--- config.mk ---
export PLATFORM = sky130hd
export DESIGN_NAME = req_encode16_4
export DESIGN_NICKNAME = d
export VERILOG_FILES = /design/src/rtl/req_enc_pkg.sv /design/src/rtl/prio_enc16.sv /design/src/rtl/req_encode16_4.sv
export SDC_FILE = /design/constraint.sdc
export NUM_CORES = 1
export LEC_CHECK = 0
export BUFFER_PORTS_ARGS = -buffer_cell sky130_fd_sc_hd__buf_2
export CORE_MARGIN = 4
export CORE_UTILIZATION = 50
export DETAILED_ROUTE_END_ITERATION = 6
export HOLD_SLACK_MARGIN = 0.1
export MAX_ROUTING_LAYER = met4
export PLACE_DENSITY = 0.75
export SLEW_MARGIN = 10
export SYNTH_ARGS = -nofsm -noshare
export SYNTH_HDL_FRONTEND = slang
export SYNTH_SLANG_ARGS = --single-unit
--- constraint.sdc ---
create_clock -name clk -period 4.1 [get_ports clk]
set_input_delay 0.41 -clock clk [delete_from_list [all_inputs] [get_ports clk]]
set_output_delay 0.41 -clock clk [all_outputs]
set_load 0.05 [all_outputs]
--- src/rtl/req_enc_pkg.sv ---
// Shared types and helpers for the 16-to-4 request encoder and its decoder-side models.
package req_enc_pkg;
  localparam int REQ_N  = 16;
  localparam int CODE_W = 4;

  typedef logic [REQ_N-1:0]  req_vec_t;
  typedef logic [CODE_W-1:0] code_t;

  function automatic req_vec_t onehot16(input code_t c);
    req_vec_t one;
    one = req_vec_t'(1);
    return one << c;
  endfunction
endpackage

--- src/rtl/prio_enc16.sv ---
// Combinational 16-input priority encoder: lowest set bit at or above start_i,
// wrapping to the lowest set bit overall when nothing is set above the start.
module prio_enc16
  import req_enc_pkg::*;
(
  input  req_vec_t vec_i,
  input  code_t    start_i,
  output logic     found_o,
  output code_t    idx_o
);
  req_vec_t hi;
  code_t    hi_idx, lo_idx;

  always_comb begin
    hi = '1;
    hi = hi << start_i;
    hi = hi & vec_i;
    hi_idx = '0;
    lo_idx = '0;
    // Scan downward so the lowest set index is the last one written.
    for (int i = REQ_N-1; i >= 0; i--) begin
      if (hi[i])    hi_idx = code_t'(i);
      if (vec_i[i]) lo_idx = code_t'(i);
    end
    found_o = |vec_i;
    idx_o   = (|hi) ? hi_idx : lo_idx;
  end
endmodule

--- src/rtl/req_encode16_4.sv ---
// Sequential 16-to-4 request encoder with pending capture, valid/ready issue and
// saturating merge counter. Define REQ_ENC_ROUND_ROBIN_EN for rotating priority.
module req_encode16_4
  import req_enc_pkg::*;
#(
  parameter int MERGE_W = 8
) (
  input  logic               clk,
  input  logic               rst,
  input  req_vec_t           req,
  output code_t              code,
  output logic               valid_o,
  input  logic               ready_i,
  output logic               busy,
  output logic [MERGE_W-1:0] merge_cnt
);
  localparam logic [31:0] MERGE_MAX = (32'd1 << MERGE_W) - 32'd1;

  req_vec_t           pend_q, pend_d, cand, merged;
  code_t              code_q, code_d, sel_idx, start;
  logic               valid_q, valid_d, busy_q, busy_d, slot_free, sel_found;
  logic [MERGE_W-1:0] merge_q, merge_d;
  logic [4:0]         pop;
  logic [31:0]        msum;

`ifdef REQ_ENC_ROUND_ROBIN_EN
  code_t ptr_q, ptr_d;
  assign start = ptr_q;
`else
  assign start = '0;
`endif

  prio_enc16 u_prio (
    .vec_i   (cand),
    .start_i (start),
    .found_o (sel_found),
    .idx_o   (sel_idx)
  );

  always_comb begin
    cand      = pend_q | req;
    merged    = pend_q & req;
    slot_free = !valid_q || ready_i;
    pend_d    = cand;
    code_d    = code_q;
    valid_d   = valid_q;
`ifdef REQ_ENC_ROUND_ROBIN_EN
    ptr_d     = ptr_q;
`endif
    if (slot_free) begin
      if (sel_found) begin
        code_d  = sel_idx;
        valid_d = 1'b1;
        pend_d  = cand & ~onehot16(sel_idx);
`ifdef REQ_ENC_ROUND_ROBIN_EN
        ptr_d   = sel_idx + code_t'(1);
`endif
      end else begin
        valid_d = 1'b0;
        pend_d  = '0;
      end
    end
    busy_d = (|pend_d) || valid_d;

    // Only bits already waiting in pend count as merges; the in-flight index does not.
    pop = '0;
    for (int i = 0; i < REQ_N; i++) pop = pop + {4'b0, merged[i]};
    msum    = 32'(merge_q) + 32'(pop);
    merge_d = (msum > MERGE_MAX) ? MERGE_MAX[MERGE_W-1:0] : msum[MERGE_W-1:0];
  end

  always_ff @(posedge clk) begin
    if (rst) begin
      pend_q  <= '0;
      code_q  <= '0;
      valid_q <= 1'b0;
      busy_q  <= 1'b0;
      merge_q <= '0;
`ifdef REQ_ENC_ROUND_ROBIN_EN
      ptr_q   <= '0;
`endif
    end else begin
      pend_q  <= pend_d;
      code_q  <= code_d;
      valid_q <= valid_d;
      busy_q  <= busy_d;
      merge_q <= merge_d;
`ifdef REQ_ENC_ROUND_ROBIN_EN
      ptr_q   <= ptr_d;
`endif
    end
  end

  assign code      = code_q;
  assign valid_o   = valid_q;
  assign busy      = busy_q;
  assign merge_cnt = merge_q;
endmodule
# [Word level (Yosys, flattened, before mapping)]
# Index checks and enable logic that the tools add are counted.
[totals] ff_bits=30 input_bits=19 output_inout_bits=14 word_cells=54
[classes] addsub=16 order_cmp=1 n_shift=1 n_mux=21 bitwise=4 n_reduce_logical=6
[ops] op="4-bit 2-to-1 mux" n=16
[ops] op="5-bit by 1-bit adder with 5-bit output" n=11
[ops] op="16-bit AND" n=2
[ops] op="16-bit 2-to-1 mux" n=2
[ops] op="16-bit OR reduction" n=2
[ops] op="16-bit inverter" n=1
[ops] op="16-bit OR" n=1
[ops] op="1-bit by 4-bit << shifter with 16-bit output (first input constant)" n=1
[ops] op="8-bit by 5-bit adder with 9-bit output" n=1
[ops] op="9-bit by 8-bit > comparator with 1-bit output (second input constant)" n=1
[ops] op="8-bit 2-to-1 mux" n=1
[ops] op="4-bit by 1-bit adder with 5-bit output" n=1
[ops] op="3-bit by 1-bit adder with 4-bit output" n=1
[ops] op="2-bit by 1-bit adder with 3-bit output" n=1
[ops] op="1-bit by 1-bit adder with 2-bit output" n=1
[ops] op="1-bit logical OR" n=2
[ops] op="1-bit 2-to-1 mux" n=2
[ops] op="2-bit AND reduction" n=1
[ops] op="1-bit logical NOT" n=1

# [Depth between registers and ports, before layout]
[depth] ltp_word=24 mapped_depth=16 ltp_nobuf=16

# [Hierarchy]
# From an unflattened synthesis, not the netlist that was laid out.
[hier_totals] hier_cells=313 hier_area_um2=2409.8
[modules_own_cells] module="req_encode16_4" instances=1 cells_each=204 area_per_inst_um2=1771.7 seq_area_each_um2=600.6
[modules_own_cells] module="prio_enc16" instances=1 cells_each=109 area_per_inst_um2=638.1 seq_area_each_um2=0.0

# [Worst setup path after synthesis]
# Ideal clock, no wire load.
[synth_timing] path_kind="register -> register" startpoint="register merge_q[0] (netlist: merge_cnt[0])" endpoint="register merge_q[6] (netlist: merge_cnt[6])" setup_ns=0.132 t_arrival_ns=4.161 required_ns=3.968 slack_ns=-0.193 path_stages_with_launch=14 path_buffers=0 synth_period_minus_slack_ns=4.293 path_cell_list="dfxtp_1 > fa_1 > inv_1 > fa_1 > fa_1 > fa_1 > fa_1 > fa_1 > nor2b_1 > o21ai_0 > nand2b_1 > a21o_1 > and4b_1 > nor3_1"
[synth_via] elab_chain_cells=3
[synth_rtl] element="from (decl)" line_no="req_encode16_4.sv:22" rtl="logic [MERGE_W-1:0] merge_q, merge_d;"
[synth_rtl] element="from (signal assigned)" line_no="req_encode16_4.sv:87" rtl="merge_q <= merge_d;"
[synth_rtl] element="8-bit by 5-bit adder with 9-bit output *" line_no="req_encode16_4.sv:68" rtl="msum = 32'(merge_q) + 32'(pop);"
[synth_rtl] element="9-bit by 8-bit > comparator with 1-bit output" line_no="req_encode16_4.sv:69" rtl="merge_d = (msum > MERGE_MAX) ? MERGE_MAX[MERGE_W-1:0] : msum[MERGE_W-1:0];"
[synth_rtl] element="8-bit 2-to-1 mux *" line_no="req_encode16_4.sv:69"
# Mark *: on every way between the ends. The rest lies on a longest branch, timed or not.
# A chain may end at the register's enable or synchronous reset.

# [Worst setup path in the final report]
[layout_timing] startpoint="register pend_q[4]" endpoint="register merge_q[4] (netlist: merge_cnt[4])"
[layout_via] elab_chain_cells=16
[layout_rtl] element="from (decl)" line_no="req_encode16_4.sv:19" rtl="req_vec_t pend_q, pend_d, cand, merged;"
[layout_rtl] element="from (signal assigned)" line_no="req_encode16_4.sv:83" rtl="pend_q <= pend_d;"
[layout_rtl] element="16-bit AND *" line_no="req_encode16_4.sv:42" rtl="merged = pend_q & req;"
[layout_rtl] element="4-bit by 1-bit adder with 5-bit output *" line_no="req_encode16_4.sv:67" rtl="for (int i = 0; i < REQ_N; i++) pop = pop + {4'b0, merged[i]};"
[layout_rtl] element="5-bit by 1-bit adder with 5-bit output * (11 in series)" line_no="req_encode16_4.sv:67"
[layout_rtl] element="8-bit by 5-bit adder with 9-bit output *" line_no="req_encode16_4.sv:68"
[layout_rtl] element="9-bit by 8-bit > comparator with 1-bit output" line_no="req_encode16_4.sv:69"
[layout_rtl] element="8-bit 2-to-1 mux *" line_no="req_encode16_4.sv:69"
# Marks and branches as above.

==> metrics <==
status=finished with violations; failing checks=negative setup slack; CTS Buffer Depth=2; Hold Buf Count CTS=0; Via Count=1771; Clock Sinks=30; CP Class=flip-flop to flip-flop; Pwr per Cell Area=468 nW/um2; syn_nets=249; gr ovfl total=0; Via density=5.53; vias in the first global route=1623; #FFs+latches synth=30; Warnings, synthesis=0; Layout area overhead=29.4%; final wirelength=4.74 mm; antenna cells=0; multi-input logic area=1250 um2; worst hold endpoint=pend_q[13]; cells on worst reg2reg path=15; PortBufs=32; f_max=239 MHz; Detail Route Antenna Nets=0; gpl congestion=0.902; largest net degree at the start of global routing=24; Placement Cell Area=2220 um2; row cnt=22; CTS buffer count=5; DIE HEIGHT=69.4 um; clk_lat worst skew=0.29 ns; CTS H-Tree Depth=2; worst hold start=req[13]; crit-path max FO=2; WP data arrival=4.35 ns; HP Class=input pin to flip-flop; hold depth=3; synth unique cells=46; FF-to-FF Start=pend_q[4]; DRC Markers=0; Iteration-0 DRC Markers=104; Reg area=607 um2; Setup Skew=0.00528 ns; final setup fails=3; Final Cell Area=2440 um2; TritonCTS clock tree=built; Avg Cell Area, Syn=8.97 um2; final hold slack=0.460 ns; initial antenna violation count=0; Max-Slew Margin vs Limit=0.513; crit end category=flip-flop; clk root buf=clkbuf_8; Max Cap Violations=0; Worst-Margin Slew=0.726 ns; Synth Flop Type=dfxtp_1; DPL Wire Length=3.41 mm; Tcrit/Tclk final=1.02; routed len/inst=14.8 um; Final #Nets=310; I/O pin total=33; GRT Util Overall=0.203; R2R setup slack=-0.09 ns; CP Launch Type=flip-flop; total die area=4810 um2; minimum clock period after layout=4.19 ns; worst setup margin=-0.0902 ns; clock-pin slew on the worst setup and hold paths=0.07 ns; first-pass GRT wire length=7.44 mm; Final Max Slew Viols=0; share of post-route cells with drive strength above 1=0.349; Post-synth EDFFs=0; first drt pass iteration count=4; asr flop ratio synth=0; initial core utilization=0.514; Worst R2R End=merge_cnt[4]; leakage power=1.12 nW; Req. time, crit path=4.26 ns; register area share after synthesis=0.319; synthesized area=1880 um2; Final Hold Fails=0; Core ar.=3660 um2; Die Wd=69.4 um; peak supply drop=0.348 mV; fillers=313; Synth Instances=210; RSZ-0062 raised after global routing=yes
-- sequential cells by signal, summed over array words and instances (netlist names) --
| name | flops |
|---|---|
| code | 4 |
| busy | 1 |
| merge_cnt | 8 |
| valid_o | 1 |
| pend_q | 16 |
-- layout make-up --
cell class,count,share of cell area
clock buffers,6,0.0339
inverters,23,0.0354
clock inverters,2,0.00514
multi-input cells,155,0.512
repair buffers,56,0.140
flip-flops and latches,30,0.249
well taps,48,0.0247
-- critical path: stages, from the launching register on --
cell and delay (ns):
dfxtp_2 0.32, and2_4 0.13, fa_1 0.52, inv_1 0.05
fa_1 0.51, fa_1 0.58, fa_1 0.46, fa_2 0.40
fa_2 0.38, nor2b_2 0.12, o21ai_1 0.06, nand2b_1 0.11
buf_4 0.12, buf_4 0.10, xnor2_1 0.13, a21oi_2 0.07
-- power breakdown --
group / switching, mW / internal [mW]
combinational: 0.300 / 0.241
clock: 0.119 / 0.135
sequential: 0.0191 / 0.327
-- metal layers --
layer,wire (um),track usage,vias to the layer above
met3,298,0.0580,14
met4,114,0.0889,0
li1,-,-,875
met2,2150,0.296,58
met5,0,-,-
met1,2170,0.261,824
-- what timing repair did --
action,CTS,global route
resized for setup,8,14
setup buffers,5,3
endpoints found under the setup margin,8,8
pin swaps,4,7
-- synthesized netlist by cell type, types with 3 or more instances --
cell	number	area, um2
o21ai_0	5	25.0
a21oi_1	11	55.1
ha_1	8	100
o31ai_1	3	22.5
nand3_1	4	20.0
nand2_1	14	52.6
nand2b_1	3	18.8
nor2b_1	3	18.8
fa_1	12	240
inv_1	23	86.3
nor2_1	25	93.8
and2_1	7	43.8
mux2i_1	3	30.0
dfxtp_1	30	601
nor4_1	3	18.8
a211oi_1	11	82.6
a311oi_1	4	35.0
nor3_1	3	15.0
or4_1	4	30.0
-- stage by stage --
stage	power [mW]	TNS, ns	worst slack (ns)	cells	utilization
2_1_floorplan	0.690	0	0.0407	210	-
3_3_place_gp	0.816	-2.03	-0.294	304	0.607
3_5_place_dp	0.823	-2.49	-0.351	304	0.607
4_1_cts	1.10	-0.564	-0.148	317	0.649
5_1_grt	1.22	-1.31	-0.219	320	0.665
6_report	1.14	-0.202	-0.0902	320	0.665
-- worst max path at each step --
stage,from,endpoint,cells past startpoint
global route,pend_q[10],merge_cnt[6],15
finish,pend_q[4],merge_cnt[4],15
detailed placement,req[0],merge_cnt[1],15
floorplan,req[0],merge_cnt[6],14
CTS,pend_q[6],merge_cnt[6],14
global placement,req[0],merge_cnt[1],15
-- cell usage in the layout, fill, tap and decap left out, types with 4 or more instances in the layout --
cell type,Yosys,layout
buf_2,0,32
nor2_1,25,25
dfxtp_1,30,25
buf_4,0,24
inv_1,23,22
nand2_1,14,13
a211oi_1,11,11
fa_1,12,10
ha_1,8,8
a21oi_1,11,6
clkbuf_8,0,6
a21oi_2,0,5
dfxtp_2,0,5
and2_1,7,4
or4_1,4,4
nand3_1,4,4
a311oi_1,4,4
-- cell families (layout without fill, tap and decap cells) --
kind of cell	Yosys count	count (layout)	synth area share
and+or+nand+nor	74	74	0.205
xor gates and xnor gates	3	3	0.0140
buffers and inverters	25	87	0.0498
adders and majority gates	20	20	0.181
muxes	3	3	0.0159
DFF	30	30	0.319
AOI/OAI and AO/OA	55	55	0.215
No activity file was read; power rests on OpenSTA's default activity.
